`src/rtl/cu_engine_m_axi_cmd_scheduler_pkg.sv`:
```
// Shared types and constants for the CU engine M_AXI read-command scheduler.
package cu_engine_m_axi_cmd_scheduler_pkg;

  localparam int CU_ENGINE_COUNT_TOTAL    = 8;
  localparam int CU_M_AXI_ADDR_W          = 64;
  localparam int CU_M_AXI_LEN_W           = 8;
  localparam int CU_M_AXI_ID_W            = 3;
  localparam int CU_M_AXI_MAX_OUTSTANDING = 16;

  typedef enum logic [4:0] {
    ST_RESET     = 5'b00001,
    ST_READY     = 5'b00010,
    ST_CMD_TRANS = 5'b00100,
    ST_PEND      = 5'b01000,
    ST_DONE      = 5'b10000
  } cu_engine_m_axi_state;

  typedef struct packed {
    logic [CU_M_AXI_ADDR_W-1:0] addr;
    logic [CU_M_AXI_LEN_W-1:0]  len;
    logic [CU_M_AXI_ID_W-1:0]   id;
  } cu_m_axi_cmd_t;

endpackage

```
`src/rtl/cu_round_robin_arbiter.sv`:
```
// Combinational round-robin pick: first asserted request strictly after the
// pointer, wrapping, returned as a one-hot grant plus its index.
module cu_round_robin_arbiter #(
  parameter int NUM_REQ = 8,
  parameter int IDX_W   = (NUM_REQ > 1) ? $clog2(NUM_REQ) : 1
) (
  input  logic [NUM_REQ-1:0] req_i,
  input  logic [IDX_W-1:0]   ptr_i,
  output logic [NUM_REQ-1:0] gnt_o,
  output logic [IDX_W-1:0]   idx_o,
  output logic               any_o
);

  logic             found;
  logic [IDX_W-1:0] cand_idx;

  always_comb begin
    gnt_o    = '0;
    idx_o    = '0;
    found    = 1'b0;
    cand_idx = '0;
    for (int k = 1; k <= NUM_REQ; k++) begin
      cand_idx = IDX_W'((int'(ptr_i) + k) % NUM_REQ);
      if (!found && req_i[cand_idx]) begin
        found           = 1'b1;
        gnt_o[cand_idx] = 1'b1;
        idx_o           = cand_idx;
      end
    end
  end

  assign any_o = |req_i;

endmodule

```
`src/rtl/cu_engine_m_axi_cmd_scheduler.sv`:
```
// Shares one M_AXI AR channel between the engine lanes, round-robin, and
// bounds in-flight bursts by counting rlast completions.
//
//  state     | meaning
//  RESET     | held in reset; rready low
//  READY     | pick a winner, pop it, latch its command
//  CMD_TRANS | arvalid high with latched command until arready
//  PEND      | at outstanding limit or draining after start_in fell
//  DONE      | drained with start_in low; wait for start_in
module cu_engine_m_axi_cmd_scheduler
  import cu_engine_m_axi_cmd_scheduler_pkg::*;
#(
  parameter int NUM_REQ         = CU_ENGINE_COUNT_TOTAL,
  parameter int ADDR_W          = CU_M_AXI_ADDR_W,
  parameter int LEN_W           = CU_M_AXI_LEN_W,
  parameter int ID_W            = CU_M_AXI_ID_W,
  parameter int MAX_OUTSTANDING = CU_M_AXI_MAX_OUTSTANDING
) (
  input  logic                                     ap_clk,
  input  logic                                     areset,
  input  logic                                     start_in,
  input  logic [NUM_REQ-1:0]                       req_valid_in,
  input  logic [NUM_REQ*ADDR_W-1:0]                req_addr_in,
  input  logic [NUM_REQ*LEN_W-1:0]                 req_len_in,
  output logic [NUM_REQ-1:0]                       req_ready_out,
  output logic                                     m_axi_arvalid,
  output logic [ADDR_W-1:0]                        m_axi_araddr,
  output logic [LEN_W-1:0]                         m_axi_arlen,
  output logic [ID_W-1:0]                          m_axi_arid,
  input  logic                                     m_axi_arready,
  input  logic                                     m_axi_rvalid,
  input  logic                                     m_axi_rlast,
  output logic                                     m_axi_rready,
  output logic [$clog2(MAX_OUTSTANDING+1)-1:0]     outstanding_out,
  output logic [4:0]                               state_out,
  output logic                                     done_out,
  output logic                                     error_out
);

  localparam int IDX_W = (NUM_REQ > 1) ? $clog2(NUM_REQ) : 1;
  localparam int CNT_W = $clog2(MAX_OUTSTANDING + 1);
  localparam logic [CNT_W-1:0] MAX_CNT = CNT_W'(MAX_OUTSTANDING);

  cu_engine_m_axi_state state_q, state_d;
  cu_m_axi_cmd_t        cmd_q, cmd_d;
  logic [IDX_W-1:0]     ptr_q, ptr_d;
  logic [CNT_W-1:0]     cnt_q, cnt_d;
  logic                 err_q, err_d;

  logic [NUM_REQ-1:0]   gnt;
  logic [IDX_W-1:0]     win_idx;
  logic                 any_req;
  logic                 ar_hs;
  logic                 r_done;
  logic [ADDR_W-1:0]    addr_arr [NUM_REQ];
  logic [LEN_W-1:0]     len_arr  [NUM_REQ];

  cu_round_robin_arbiter #(
    .NUM_REQ (NUM_REQ),
    .IDX_W   (IDX_W)
  ) u_arb (
    .req_i (req_valid_in),
    .ptr_i (ptr_q),
    .gnt_o (gnt),
    .idx_o (win_idx),
    .any_o (any_req)
  );

  always_comb begin
    for (int i = 0; i < NUM_REQ; i++) begin
      addr_arr[i] = req_addr_in[i*ADDR_W +: ADDR_W];
      len_arr[i]  = req_len_in[i*LEN_W +: LEN_W];
    end
  end

  assign ar_hs  = (state_q == ST_CMD_TRANS) && m_axi_arready;
  assign r_done = m_axi_rvalid && m_axi_rready && m_axi_rlast;

  // A simultaneous issue and completion cancel; a completion with nothing
  // in flight is a protocol error and must not wrap the counter.
  always_comb begin
    cnt_d = cnt_q;
    err_d = err_q;
    if (ar_hs && !r_done) begin
      cnt_d = cnt_q + CNT_W'(1);
    end else if (r_done && !ar_hs) begin
      if (cnt_q == '0) err_d = 1'b1;
      else             cnt_d = cnt_q - CNT_W'(1);
    end
  end

  always_comb begin
    state_d       = state_q;
    cmd_d         = cmd_q;
    ptr_d         = ptr_q;
    req_ready_out = '0;
    case (state_q)
      ST_RESET: state_d = ST_READY;
      ST_READY: begin
        if (start_in && any_req && (cnt_q < MAX_CNT)) begin
          cmd_d.addr    = addr_arr[win_idx];
          cmd_d.len     = len_arr[win_idx];
          cmd_d.id      = ID_W'(win_idx);
          req_ready_out = gnt;
          ptr_d         = win_idx;
          state_d       = ST_CMD_TRANS;
        end else if (!start_in) begin
          state_d = ST_PEND;
        end
      end
      ST_CMD_TRANS: begin
        if (ar_hs) state_d = (cnt_d < MAX_CNT) ? ST_READY : ST_PEND;
      end
      ST_PEND: begin
        if ((cnt_q < MAX_CNT) && start_in)  state_d = ST_READY;
        else if (!start_in && cnt_q == '0)  state_d = ST_DONE;
      end
      ST_DONE: begin
        if (start_in) state_d = ST_READY;
      end
      default: state_d = ST_RESET;
    endcase
  end

  always_ff @(posedge ap_clk or posedge areset) begin
    if (areset) begin
      state_q <= ST_RESET;
      cmd_q   <= '0;
      ptr_q   <= IDX_W'(NUM_REQ - 1);
      cnt_q   <= '0;
      err_q   <= 1'b0;
    end else begin
      state_q <= state_d;
      cmd_q   <= cmd_d;
      ptr_q   <= ptr_d;
      cnt_q   <= cnt_d;
      err_q   <= err_d;
    end
  end

  assign m_axi_arvalid   = (state_q == ST_CMD_TRANS);
  assign m_axi_araddr    = cmd_q.addr;
  assign m_axi_arlen     = cmd_q.len;
  assign m_axi_arid      = cmd_q.id;
  assign m_axi_rready    = (state_q != ST_RESET);
  assign outstanding_out = cnt_q;
  assign state_out       = state_q;
  assign done_out        = (state_q == ST_DONE);
  assign error_out       = err_q;

endmodule

```
`config.mk`:
```
export PLATFORM = sky130hd
export DESIGN_NAME = cu_engine_m_axi_cmd_scheduler
export DESIGN_NICKNAME = d
export VERILOG_FILES = /design/src/rtl/cu_engine_m_axi_cmd_scheduler_pkg.sv /design/src/rtl/cu_round_robin_arbiter.sv /design/src/rtl/cu_engine_m_axi_cmd_scheduler.sv
export SDC_FILE = /design/constraint.sdc
export NUM_CORES = 1
export LEC_CHECK = 0
export CORE_AREA = 2 2 265 267
export CTS_BUF_LIST = sky130_fd_sc_hd__clkbuf_4 sky130_fd_sc_hd__clkbuf_8 sky130_fd_sc_hd__clkbuf_16
export CTS_CLUSTER_DIAMETER = 150
export DETAILED_ROUTE_END_ITERATION = 12
export DIE_AREA = 0 0 267 269
export GPL_TIMING_DRIVEN = 0
export SYNTH_ARGS = -nofsm -noshare
export SYNTH_HDL_FRONTEND = slang
export SYNTH_SLANG_ARGS = --single-unit
```
`constraint.sdc`:
```
create_clock -name ap_clk -period 13.2 [get_ports ap_clk]
set_input_delay 2.64 -clock ap_clk [delete_from_list [all_inputs] [get_ports ap_clk]]
set_output_delay 2.64 -clock ap_clk [all_outputs]
set_load 0.02 [all_outputs]
```
### Yosys cells after proc, flatten, opt, wreduce, memory -nomap -nowiden

Index checks and enable logic that the tools add are counted.

* input bits: 590
* flip-flop bits (word level): 89

* add/subtract/negate cells: 10
* magnitude comparators: 19
* equal/unequal tests: 10
* muxes and demuxes: 74
* reductions and logical operators: 39
* bitwise gates (word level): 9

Operators with widths (number)
* $bmux 64 s3: 1
* $mux 64: 2
* $mux 8: 12
* $or 8x8->8: 7
* $mux 5: 9
* $lt 3x4->1 const B: 8
* $pmux 5 s5: 1
* $bmux 1 s3: 8
* $bmux 8 s3: 1
* $demux 1 s3: 8
* $ge 3x1->1 const B: 8
* $logic_and 1x1->1: 24
* $mux 3: 8
* $mux 1: 23
* $add 3x3->3 const B: 4
* $logic_not 1->1: 10
* $lt 5x5->1 const B: 2
* $reduce_or 8->1: 1
* $add 3x1->3 const B: 2
* $add 3x2->3 const B: 2
* $ne 3x3->1 const B: 2
* $add 5x1->5 const B: 1
* $eq 5x1->1 const B: 1
* $eq 5x2->1 const B: 1
* other kinds (15): 15

### Depth between registers and ports, before layout

* word-level depth: 29
* gate-level depth with buffers: 19
* mapped depth without buffers: 11

### Modules after synthesis

Synthesis repeated with hierarchy kept, for this count alone.

* cells, all modules: 738
* area, all modules: 8927.3 um^2

Modules (own cells, without submodules)
* cu_engine_m_axi_cmd_scheduler: area each 7726.2 um^2, sequential area each 2232.1 um^2, instances 1, cells each 603
* cu_round_robin_arbiter: area each 1201.2 um^2, sequential area each 0.0 um^2, instances 1, cells each 135

### Least setup slack after synthesis

No wires, ideal clock.

* path type: input -> output
* from: in req_valid_in[0]
* to: out req_ready_out[0]
* path buffers: 1
* setup slack: 5651 ps
* stages on the path: 7
* arrival time: 4909 ps
* required time: 10560 ps
* cell sequence: mux4_2 -> mux2i_2 -> and4_1 -> and3_1 -> clkbuf_1 -> a221oi_1 -> a211oi_1

* cells in the longest elaborated chain, start to end: 26
* elaborated cells on any way between the ends: 57
* those cells by class: mux: 33; bitwise: 7; reduce/logical: 17

Ends and longest elaborated chain
* from (decl): line cu_engine_m_axi_cmd_scheduler.sv:22 `input logic [NUM_REQ-1:0] req_valid_in,`
* $bmux 1 s3: line cu_round_robin_arbiter.sv:24 `if (!found && req_i[cand_idx]) begin`
* $mux 1 (implied by the code): line cu_round_robin_arbiter.sv:24
* $mux 1: line cu_round_robin_arbiter.sv:24
* $logic_not 1->1: line cu_round_robin_arbiter.sv:24
* $logic_and 1x1->1: line cu_round_robin_arbiter.sv:24
* $mux 1: line cu_round_robin_arbiter.sv:24
* $logic_not 1->1: line cu_round_robin_arbiter.sv:24
* $logic_and 1x1->1: line cu_round_robin_arbiter.sv:24
* [... 10 more ...]
* $logic_not 1->1: line cu_round_robin_arbiter.sv:24
* $logic_and 1x1->1: line cu_round_robin_arbiter.sv:24
* $mux 1: line cu_round_robin_arbiter.sv:24
* $logic_not 1->1: line cu_round_robin_arbiter.sv:24
* $logic_and 1x1->1: line cu_round_robin_arbiter.sv:24
* $mux 8: line cu_round_robin_arbiter.sv:24
* $mux 8 (*): line cu_engine_m_axi_cmd_scheduler.sv:100 `if (start_in && any_req && (cnt_q < MAX_CNT)) begin`
* $mux 8 (*): line cu_engine_m_axi_cmd_scheduler.sv:97 `case (state_q)`
* to (decl): line cu_engine_m_axi_cmd_scheduler.sv:25 `output logic [NUM_REQ-1:0] req_ready_out,`

Mark *: on every way between the ends. The rest lies on a longest branch, timed or not. The select of a mux whose other input is x is not followed.

### Final worst setup path

* from: in req_valid_in[1]
* to: out req_ready_out[5]

The elaborated chain is that of the path after synthesis.

==> results.md <==
- Status: completed
- Synth top cells by count: mux2i_1 (157), dfrtp_1 (85), mux4_2 (83), a221o_1 (72), o22ai_1 (72)
- Asr flop ratio synth: 100.0%
- GP Congestion: just over 0.9
- Slowest cell on the critical path: clkbuf_1
- Post-synth top flop: dfrtp_1
- Final core utilization: 24.86%
- Antenna viol nets, final: 0
- Via count: 10762
- Global-route wire length before repair: a little over 80000 um
- Worst path arrival time: 6420 ps
- Met2 routed WL: 29860 um
- Final setup TNS: 0 ps
- Seq cells post-synth: 89
- Slew @ Worst Pin: 1306 ps
- Core footprint: 69300 um2
- Post-CTS sizing: 0
- Syn Nets: about 1400
- Area Growth Syn to Fin: 96.67%
- CTS tree: yes
- Fin. max-slew vios: 0
- Die height: 269 um
- Fmax: 110.4 MHz
- Port Buf Inserts: just under 700
- Mapped Cells: between 700 and 800
- Starting Density: 12.64%
- Crit path required time: 10560 ps
- Min-Delay Path Class: reg -> reg
- Final worst-path cycle share: 68.64%
- Maximum vdd drop: between 0.15 and 0.2 mV
- EDFF count, synth: 0
- DR WL/cell: 24.98 um
- Post-synth top area cell: dfrtp_1
- Number of CTS-inserted buffers: 9
- Combined buffer and inverter count along the critical path: 5
- Die area: 71820 um2
- Routed met3 length: 4755 um
- Total gr overflow: 0
- Final setup viols: 0
- Syn Area/Cell: around 11 um2
- Synthesis Warnings: 0
- Worst-skew pair later-pin latency: 380 ps
- Critical-path maximum fanout: 10
- Wirelength, routed: roughly 60000 um
- Clock Sinks: 89
- # DRC: 0
- RSZ-0062 raised after global routing: false
- Uppermost layer routed: met5
- Placed insts: 2419
- Clock Pin Slew Worst Setup and Hold Paths: 80 ps
- Die X: 267 um
- CP delay by family, top: buffers and inverters
- Worst setup EP type: primary output
- Slew headroom: 12.93%
- Clk buf depth: 2
- Vias per cell: 4.411
- Share of the synthesized area in the top cell type: 24.29%
- Max Cap Viol: 0
- CP startpoint kind: primary input
- Vias in the first global route: 11178
- Initial antenna violation count: 14
- First-pass DRT Iterations: 5
- Slowest stage delay, CP: between 800 and 900 ps
- CTS Root Buffer Type: clkbuf_16
- Pwr dens: 285.5 nW/um2
- Maximum number of pins on one net before global-route repair: 52
- Post-DP HPWL: 50540 um
- Drt initial violations: ~570
- I/O Pins: 687
- Minimum clock period: 9060 ps
- Hold Fails Final Rpt: 0
- Total GRT Usage: between 10% and 20%
- Library cells used by synthesis: 64
- Fin worst setup slack: between 4000 and 5000 ps
- Largest cells by area after synthesis: dfrtp_1 (24%), mux4_2 (21%), mux2i_1 (18%), a221o_1 (8.2%), o22ai_1 (5.1%)
- Postcts setup bufs: 0
- Sequential share of the synthesized area: 25.49%
- Clock Skew: approximately 11 ps
- Met1 WL: ~25000 um
- H-tree depth: 3
- Row count: 97
- Crit-path cells: clkdlybuf4s50_1 > nor4_1 > a21oi_1 > nand4b_1 > clkbuf_2 > clkbuf_1 > clkbuf_1 > a211oi_1 > clkdlybuf4s50_1
- Synthesized area: 8758 um2
- Setup CP Type: in -> out
- Most common cell in the netlist: mux2i_1
- CTS Hold Bufs: 0
- Layout cell share with drive strength beyond 1: between 10% and 20%
- Hold WS: 475.8 ps
- Pleak: 6.586 nW
- Finished Layout Cells: 2440
- Layout Nets: around 2100
- Setup slack at placement: slightly above 4000 ps
-- per-stage QoR --
step	cell area, um2	total power [mW]
floorplan	8758	3.136
global placement	16800	4.583
detailed placement	16850	4.629
CTS	17210	4.994
global route	17220	5.214
finish	17230	4.917
-- registers in the layout (all words and copies together) (netlist names) --
| name | cells |
|---|---|
| m_axi_arid | 3 |
| outstanding_out | 5 |
| m_axi_arlen | 8 |
| state_out | 5 |
| m_axi_araddr | 64 |
| error_out | 1 |
| ptr_q | 3 |
-- cells by family (layout without fill, tap and decap cells) --
group	count (synthesis)	in the layout	synth area share, %
multiplexers	252	252	40.86
AND/OR/NAND/NOR	119	119	7.000
XOR/XNOR	4	4	0.4001
adder cells (fa/ha/maj)	11	11	1.571
other	0	6	0
buffers and inverters	91	794	4.800
flip-flops	89	89	25.49
AO/OA/AOI/OAI	225	225	19.89
-- cell usage in the layout, fill, tap and decap left out, types with 4 or more instances in the layout --
cell type        instances
buf_2                   19
dfstp_2                  4
nor4_1                   5
a21oi_1                 15
bufinv_16                4
dfrtp_1                 85
nand4_1                  4
clkbuf_1                45
a21o_1                   4
inv_1                   13
buf_6                    5
a22o_1                   4
a221o_1                 72
nand2_1                 29
diode_2                  6
nand3_1                 12
a211oi_1                 9
o21ai_0                 18
nor2_1                  28
buf_4                    5
clkdlybuf4s50_1        686
nand2b_1                 9
o22ai_1                 72
nor2b_1                  6
mux2i_1                157
ha_1                    11
mux2_2                   8
o211ai_1                 5
mux4_2                  83
clkbuf_16                9
-- area by class of cell --
| class | count | area (um2) |
|---|---|---|
| inverter | 14 | 55.05 |
| tap | 940 | 1176 |
| sequential | 89 | 2232 |
| buffer | 77 | 370.4 |
| multi-input combinational | 611 | 6106 |
| clock inverter | 5 | 128.9 |
| clock buffer | 10 | 232.7 |
| fill | 7342 | 52070 |
| timing repair buffer | 688 | 6909 |
| antenna | 6 | 15.01 |
-- metal layers --
metal / GRT usage [%] / up-vias
met5: 0 / -
met3: 4.164 / 75
met1: 20.28 / 5327
met2: 27.58 / 653
li1: - / 4703
met4: 4.510 / 4
-- power breakdown --
group	internal, mW	switching, mW	leakage (nW)
sequential	0.395	0.0880	1.12
clock	0.206	0.137	0.176
combinational	1.89	2.20	5.29
-- path summary, 6_finish.rpt --
check	end	cells past startpoint	slack (ps)	from
worst max-delay path	req_ready_out[5]	9	4140	req_valid_in[1]
worst min-delay path	error_out$_DFFE_PP0P_	1	480	error_out$_DFFE_PP0P_
worst max register to register	m_axi_arlen[0]$_DFFE_PP0P_	18	5740	ptr_q[0]$_DFFE_PP1P_
worst min register to register	error_out$_DFFE_PP0P_	1	480	error_out$_DFFE_PP0P_
max in group asynchronous	m_axi_araddr[56]$_DFFE_PP0P_	3	9760	areset
min in group asynchronous	m_axi_araddr[10]$_DFFE_PP0P_	2	2690	areset
(Power assumes the default switching activity.)
